### src/rtl/imem_prog_if.sv
// Fetch and load-port bundle between the CPU front end (or a boot loader) and imem_prog.
// The master drives requests and writes; the slave is the instruction memory.
interface imem_prog_if #(
    parameter int DATA_W = 32,
    parameter int DEPTH  = 64
);
    localparam int ADDR_W = $clog2(DEPTH);

    logic              rd_req;
    logic [31:0]       pc;
    logic              rd_valid;
    logic [DATA_W-1:0] instruction;
    logic              oob;
    logic              past_end;
    logic              wr_en;
    logic [ADDR_W-1:0] wr_addr;
    logic [DATA_W-1:0] wr_data;
    logic [ADDR_W:0]   prog_len;

    modport master (
        output rd_req, pc, wr_en, wr_addr, wr_data,
        input  rd_valid, instruction, oob, past_end, prog_len
    );

    modport slave (
        input  rd_req, pc, wr_en, wr_addr, wr_data,
        output rd_valid, instruction, oob, past_end, prog_len
    );
endinterface

### src/rtl/imem_prog.sv
// Loadable instruction memory with a fixed-latency fetch pipeline, range flags
// and a program-length high-water mark.
module imem_prog #(
    parameter int                 DATA_W         = 32,
    parameter int                 DEPTH          = 64,
    parameter int                 READ_LAT       = 1,
    parameter logic [DATA_W-1:0]  NOP_WORD       = '0,
    parameter bit                 CLEAR_ON_RESET = 1'b0
) (
    input  logic         clk,
    input  logic         reset,
    imem_prog_if.slave   bus
);
    localparam int ADDR_W = $clog2(DEPTH);

    logic [DATA_W-1:0] mem [DEPTH];
    logic [ADDR_W:0]   prog_len_q;
    logic [ADDR_W:0]   wr_len;
    logic [ADDR_W-1:0] pc_idx;
    logic              oob_s1;
    logic              past_end_s1;

    logic [READ_LAT-1:0] vld_q;
    logic [READ_LAT-1:0] oob_q;
    logic [READ_LAT-1:0] pe_q;
    logic [DATA_W-1:0]   data_q [READ_LAT];

    // Full 32-bit compares so that large pc values never alias into the array.
    assign pc_idx      = bus.pc[ADDR_W-1:0];
    assign oob_s1      = (bus.pc >= 32'(DEPTH));
    assign past_end_s1 = (bus.pc >= 32'(prog_len_q));
    assign wr_len      = {1'b0, bus.wr_addr} + (ADDR_W+1)'(1);

    // Storage array; a write presented during reset is dropped.
    always_ff @(posedge clk) begin
        if (reset) begin
            if (CLEAR_ON_RESET) begin
                for (int i = 0; i < DEPTH; i++) begin
                    mem[i] <= NOP_WORD;
                end
            end
        end else if (bus.wr_en) begin
            mem[bus.wr_addr] <= bus.wr_data;
        end
    end

    // High-water mark; wr_addr tops out at DEPTH-1 so this saturates at DEPTH.
    always_ff @(posedge clk) begin
        if (reset) begin
            prog_len_q <= '0;
        end else if (bus.wr_en && (wr_len > prog_len_q)) begin
            prog_len_q <= wr_len;
        end
    end

    // Valid shifts every cycle; payload only advances behind a valid entry so
    // the output stage holds its last real result across bubbles.
    always_ff @(posedge clk) begin
        if (reset) begin
            vld_q <= '0;
            oob_q <= '0;
            pe_q  <= '0;
            for (int s = 0; s < READ_LAT; s++) begin
                data_q[s] <= NOP_WORD;
            end
        end else begin
            vld_q[0] <= bus.rd_req;
            if (bus.rd_req) begin
                data_q[0] <= oob_s1 ? NOP_WORD : mem[pc_idx];
                oob_q[0]  <= oob_s1;
                pe_q[0]   <= past_end_s1;
            end
            for (int s = 1; s < READ_LAT; s++) begin
                vld_q[s] <= vld_q[s-1];
                if (vld_q[s-1]) begin
                    data_q[s] <= data_q[s-1];
                    oob_q[s]  <= oob_q[s-1];
                    pe_q[s]   <= pe_q[s-1];
                end
            end
        end
    end

    assign bus.rd_valid    = vld_q[READ_LAT-1];
    assign bus.instruction = data_q[READ_LAT-1];
    assign bus.oob         = oob_q[READ_LAT-1];
    assign bus.past_end    = pe_q[READ_LAT-1];
    assign bus.prog_len    = prog_len_q;
endmodule
### src/flat_wrapper.sv
// flat-port wrapper written by rule: the top's interface ports become plain ports
module imem_prog_flat 
#(
    parameter int                 DATA_W         = 32,
    parameter int                 DEPTH          = 64,
    parameter int                 READ_LAT       = 1,
    parameter logic [DATA_W-1:0]  NOP_WORD       = '0,
    parameter bit                 CLEAR_ON_RESET = 1'b0
)
  (clk, reset, bus_rd_req, bus_pc, bus_wr_en, bus_wr_addr, bus_wr_data, bus_rd_valid, bus_instruction, bus_oob, bus_past_end, bus_prog_len);
  imem_prog_if #(.DATA_W(DATA_W), .DEPTH(DEPTH)) bus_i ();
  input  logic clk;
  input  logic reset;
  input wire logic [$bits(bus_i.rd_req)-1:0] bus_rd_req;
  input wire logic [$bits(bus_i.pc)-1:0] bus_pc;
  input wire logic [$bits(bus_i.wr_en)-1:0] bus_wr_en;
  input wire logic [$bits(bus_i.wr_addr)-1:0] bus_wr_addr;
  input wire logic [$bits(bus_i.wr_data)-1:0] bus_wr_data;
  output wire logic [$bits(bus_i.rd_valid)-1:0] bus_rd_valid;
  output wire logic [$bits(bus_i.instruction)-1:0] bus_instruction;
  output wire logic [$bits(bus_i.oob)-1:0] bus_oob;
  output wire logic [$bits(bus_i.past_end)-1:0] bus_past_end;
  output wire logic [$bits(bus_i.prog_len)-1:0] bus_prog_len;
  assign bus_i.rd_req = bus_rd_req;
  assign bus_i.pc = bus_pc;
  assign bus_i.wr_en = bus_wr_en;
  assign bus_i.wr_addr = bus_wr_addr;
  assign bus_i.wr_data = bus_wr_data;
  assign bus_rd_valid = bus_i.rd_valid;
  assign bus_instruction = bus_i.instruction;
  assign bus_oob = bus_i.oob;
  assign bus_past_end = bus_i.past_end;
  assign bus_prog_len = bus_i.prog_len;
  imem_prog #(.DATA_W(DATA_W), .DEPTH(DEPTH), .READ_LAT(READ_LAT), .NOP_WORD(NOP_WORD), .CLEAR_ON_RESET(CLEAR_ON_RESET)) u_core (.clk(clk), .reset(reset), .bus(bus_i));
endmodule
### config.mk
export PLATFORM = sky130hd
export DESIGN_NAME = imem_prog_flat
export DESIGN_NICKNAME = d
export VERILOG_FILES = /design/src/rtl/imem_prog_if.sv /design/src/rtl/imem_prog.sv /design/src/flat_wrapper.sv
export SDC_FILE = /design/constraint.sdc
export NUM_CORES = 2
export LEC_CHECK = 0
export ABC_AREA = 0
export CORE_MARGIN = 2
export CORE_UTILIZATION = 45
export CTS_BUF_LIST = sky130_fd_sc_hd__clkbuf_8 sky130_fd_sc_hd__clkbuf_16
export DETAILED_ROUTE_END_ITERATION = 16
export PLACE_DENSITY = 0.68
export REMOVE_ABC_BUFFERS = 1
export SLEW_MARGIN = 5
export SYNTH_ARGS = -nofsm -noshare
export SYNTH_HDL_FRONTEND = slang
export SYNTH_SLANG_ARGS = --single-unit
### constraint.sdc
create_clock -name clk -period 3.1 [get_ports clk]
set_input_delay 0.31 -clock clk [delete_from_list [all_inputs] [get_ports clk]]
set_output_delay 0.31 -clock clk [all_outputs]
set_load 0.02 [all_outputs]
Yosys cells after proc, flatten, opt, wreduce, memory -nomap -nowiden

Memories as Yosys holds them, arrays and structs flattened.
Cells that the tools add are included.
Widths: inputs -> output; s select.

Add/subtract/negate cells: 1
Order comparisons: 3
Multiplexer cells: 11
Reductions and logical operators: 2

Operators with widths:

| operator            | count |
|---|---|
| $mux 32             | 2 |
| $ge 32x7->1         | 1 |
| $ge 32x7->1 const B | 1 |
| $reduce_or 32->1    | 1 |
| $mux 1              | 9 |
| $add 6x1->7 const B | 1 |
| $gt 7x7->1          | 1 |
| $logic_and 1x1->1   | 1 |

Register bits: 10
Memory bits (writable): 2080
Output and inout bits: 42
Word-level logic and storage cells: 23
Memories kept: 2

Memories:

| name          | depth | bits a word | read ports | clocked after Yosys merged registers in | wr ports | RTL line        | source |
|---|---|---|---|---|---|---|---|
| u_core.mem    | 64    | 32          | 1          | 0                                       | 1        | imem_prog.sv:16 | `logic [DATA_W-1:0] mem [DEPTH];` |
| u_core.data_q | 1     | 32          | 1          | 0                                       | 1        | imem_prog.sv:26 | `logic [DATA_W-1:0] data_q [READ_LAT];` |

Longest topological paths before layout

Depth in word-level cells: 5
Mapped depth: 11

Least setup slack after synthesis

No wires, ideal clock.

Path type: input port to flip-flop
Start: in bus_wr_addr[2]
End: mem u_core.mem[47][0], enable pin
Arrival time: 2706 ps
Data required time: 2679 ps
Setup slack: -28 ps
Stages on the path: 5
Path through: clkbuf_1 > nand3_1 > or3b_2 > clkbuf_1 > nor2_1

RTL lines:

| element     | RTL line           | source |
|---|---|---|
| from (decl) | flat_wrapper.sv:17 | `input wire logic [$bits(bus_i.wr_addr)-1:0] bus_wr_addr;` |
| to (decl)   | imem_prog.sv:16    |  |

No word-level cell before the write port.

Worst setup path in the final report

Start: reg u_core.prog_len_q[0] (netlist: u_core.bus.prog_len[0])
End: out bus_prog_len[0]

RTL lines:

| element                | RTL line           | source |
|---|---|---|
| from (decl)            | imem_prog.sv:17    | `logic [ADDR_W:0] prog_len_q;` |
| from (signal assigned) | imem_prog.sv:52    | `prog_len_q <= wr_len;` |
| to (decl)              | flat_wrapper.sv:23 | `output wire logic [$bits(bus_i.prog_len)-1:0] bus_prog_len;` |

No word-level cell between the ends.

==> summary.txt <==
Run status
  – Status: completed

Die
  – DIE AREA: 182000 sq um
  – Chip width: 426 microns
  – Row Count: 154
  – I/O pin count: 116
  – Core Footprint: 177000 sq um
  – Initial core utilization: 45.4%
  – Die Y: 426 microns

Logic synthesis
  – Top area cells in the synthesized netlist: edfxtp_1 78%, mux4_2 11%, mux2i_1 2.9%
  – Syn_area_per_cell: 21.8 sq um
  – Leading area contributor after synthesis: edfxtp_1
  – Seq/Total Area, Yosys: 78.1%
  – Netlist cell types: 51
  – Mapped Area: 80200 sq um
  – Synth Register Bits: 2090
  – Yosys warnings: 0
  – Post-synth ARST share: 0%
  – Area share of the largest cell type after synthesis: 77.9%
  – Cell with the most instances after synthesis: edfxtp_1
  – Syn Inst Count: 3679
  – Synth top cells by count: 2080 x edfxtp_1, 403 x mux4_2, 230 x mux2i_1
  – Primary FF master, synth: edfxtp_1
  – Post-synth EDFFs: 2080

STA
  – Crit share post-route: 83.3%
  – Final setup fails: 0
  – Worst Tran Pin Value: 1280 ps
  – Final min period: 2580 ps
  – Final Hold Viols: 0
  – Final Skew: 37.6 ps
  – TNS Setup: 0 ps
  – F_max: 0.387 GHz
  – Slew Limit Fails: 0
  – Rel. slew slack: 14.3%
  – Hold_ws: 41.5 ps
  – Unrepaired setup endpoints after global routing: false

Routing
  – Drt pass-1 iters: 5
  – Final WL: 210000 microns
  – Number of routed nets with antenna violations: 0
  – Via density: 6.16
  – Residual DRC: 0
  – Wirelength per Cell: 31.9 microns
  – DR iter-0 viols: 5239
  – Vias: 40600

CTS
  – Worst-path clk slew: 60 ps
  – Total clock sinks: 2090
  – Num CTS Buffers: 196
  – CTS Hold Bufs: 10
  – CTS tree: built
  – H-tree levels: 4
  – PostCTS Resize Cnt: 0
  – Post-CTS Setup Inserts: 0
  – Max clock buf depth: 3
  – CTS root buf: clkbuf_16
  – Clk_lat worst skew: 840 ps

Layout
  – Final net count: 4167
  – Final Non-Filler Cells: 6583
  – Share of post-route cells with drive strength above 1: 26.0%
  – Post-route cell area: 93200 sq um
  – Fillers: 13200
  – Synth-to-Final Area Change: 16.1%

Global route
  – Vias in the first global route: 40100
  – Number of antenna violations at the first check in global routing: 6
  – GRT Util Overall: 23.1%
  – Pin count of the biggest net entering global routing: 68
  – Overflow left after global routing: 0
  – Global-route wire length before repair: 297000 microns

Worst setup path
  – CP Capture Type: primary output
  – Worst R2R Path Depth: 7
  – CP bufs+invs: 1
  – CP Data Required Time: 2790 ps
  – CP startpoint kind: flop
  – WP depth: 1
  – Critical path type: reg -> out
  – Cell Chain, Critical Path: clkdlybuf4s50_1
  – Slowest cell on crit path: clkdlybuf4s50_1
  – Max incr delay on CP: 1040 ps
  – Delay-heaviest family, CP: buffers and inverters
  – CP arrival: 2270 ps
  – Worst Path Max Fanout: 4

Placement
  – Cell Area, Placed: 86900 sq um
  – Placed Instances: 6210
  – Dpl hpwl: 129000 microns
  – PortBufs: 115
  – Final Wtd Congestion: 0.875

Power
  – Total power: 57300 uW
  – Switching Power: 12300 uW
  – Sw Ratio: 21.4%
  – Leakage: 0.0298 uW
  – Power Internal: 45100 uW
  – Pwr per Cell Area: 616 nW/um^2
  – Logic pwr share: 5.4%
  – Sequential share of power: 54.5%
  – Part of the power in the clock network: 40.1%
  – VDD IR-drop max: 0.562 mV

Worst hold path
  – Worst hold path type: in -> reg
  – Hold Path Stages: 1

Run
  – # Max-Cap Violations: 0
## cells in the final DEF, fill, tap and decap left out, types with 6 or more instances in the layout
| cell | n |
|---|---|
| a22o_1 | 60 |
| mux4_2 | 403 |
| clkbuf_16 | 200 |
| nand3_1 | 41 |
| nand2_1 | 56 |
| clkdlybuf4s50_1 | 78 |
| o221ai_2 | 23 |
| dfxtp_1 | 10 |
| clkinv_2 | 37 |
| nor2_1 | 37 |
| clkinv_1 | 69 |
| nand4_1 | 25 |
| nor2_4 | 65 |
| and4b_1 | 17 |
| buf_2 | 34 |
| inv_1 | 38 |
| edfxtp_1 | 2080 |
| buf_12 | 96 |
| mux2i_1 | 230 |
| nor2b_1 | 10 |
| o22ai_1 | 9 |
| and2_1 | 6 |
| and3_1 | 34 |
| bufinv_16 | 12 |
| a21oi_1 | 29 |
| nand2b_1 | 14 |
| a22oi_1 | 223 |
| ha_1 | 15 |
| buf_4 | 190 |
| a221oi_1 | 13 |
| dlygate4sd3_1 | 10 |
## routing by layer
metal / vias up / part of all wire, % / global-route usage [%]
met4: 8 / 3.7 / 8.65
met5: - / 0.027 / 0
met2: 2303 / 49 / 37.0
met3: 347 / 9.2 / 4.48
li1: 16400 / - / -
met1: 21500 / 38 / 31.7
## power groups by stage
stage | sequential, uW | clock, uW | combinational [uW]
after CTS | 31300 | 23300 | 3100
after global routing | 31300 | 24300 | 3250
after global placement | 31900 | 0 | 3040
after floorplan | 31900 | 0 | 1140
final | 31300 | 23000 | 3090
after detailed placement | 31900 | 0 | 3080
## area by class of cell
type	count	area [sq um]	share of cell area [%]
sequential	2090	62700	67.3
multi-input combinational	1369	16900	18.2
clock buffer	200	5000	5.37
timing repair buffer	411	4440	4.77
tap	2340	2930	3.14
clock inverter	162	1160	1.24
inverter	10	37.5	0.0403
antenna	1	2.50	0.00269
## through the flow
| stage | worst slack (ps) | utilization (%) |
|---|---|---|
| after floorplan | 120 | - |
| after global placement | -100 | 49.2 |
| after detailed placement | -131 | 49.2 |
| after CTS | 473 | 52.7 |
| after global routing | 511 | 52.7 |
| final | 517 | 52.7 |
## cell families (layout without fill, tap and decap cells)
kind of cell / Yosys count / after routing / synth area share (%)
DFF: 2090 / 2090 / 78.1
xor gates and xnor gates: 4 / 4 / 0.0437
adders and majority gates: 15 / 15 / 0.234
AOI/OAI and AO/OA: 370 / 370 / 3.68
muxes: 635 / 635 / 14.2
other: 0 / 1 / 0
buffers and inverters: 220 / 783 / 1.44
and+or+nand+nor: 345 / 345 / 2.28
## worst paths after layout
path,startpoint,endpoint,slack (ps)
worst max-delay path,u_core.bus.prog_len[0]$_SDFFE_PP0P_,bus_prog_len[0],520
worst min-delay path,bus_wr_data[29],u_core.mem[50][29]$_DFFE_PP_,40
worst max register to register,u_core.mem[22][20]$_DFFE_PP_,u_core.data_q[0][20]$_SDFFCE_PP0P_,670
worst min register to register,u_core.bus.oob$_SDFFE_PP0P_,u_core.bus.oob$_SDFFE_PP0P_,460
## flip-flops by register name, summed over array words and instances (netlist names)
| name | cells |
|---|---|
| u_core.data_q | 32 |
| u_core.bus.oob | 1 |
| u_core.mem | 2048 |
| u_core.bus.past_end | 1 |
| u_core.bus.rd_valid | 1 |
| u_core.bus.prog_len | 7 |
Note: power is estimated with default switching activity, not from simulation.
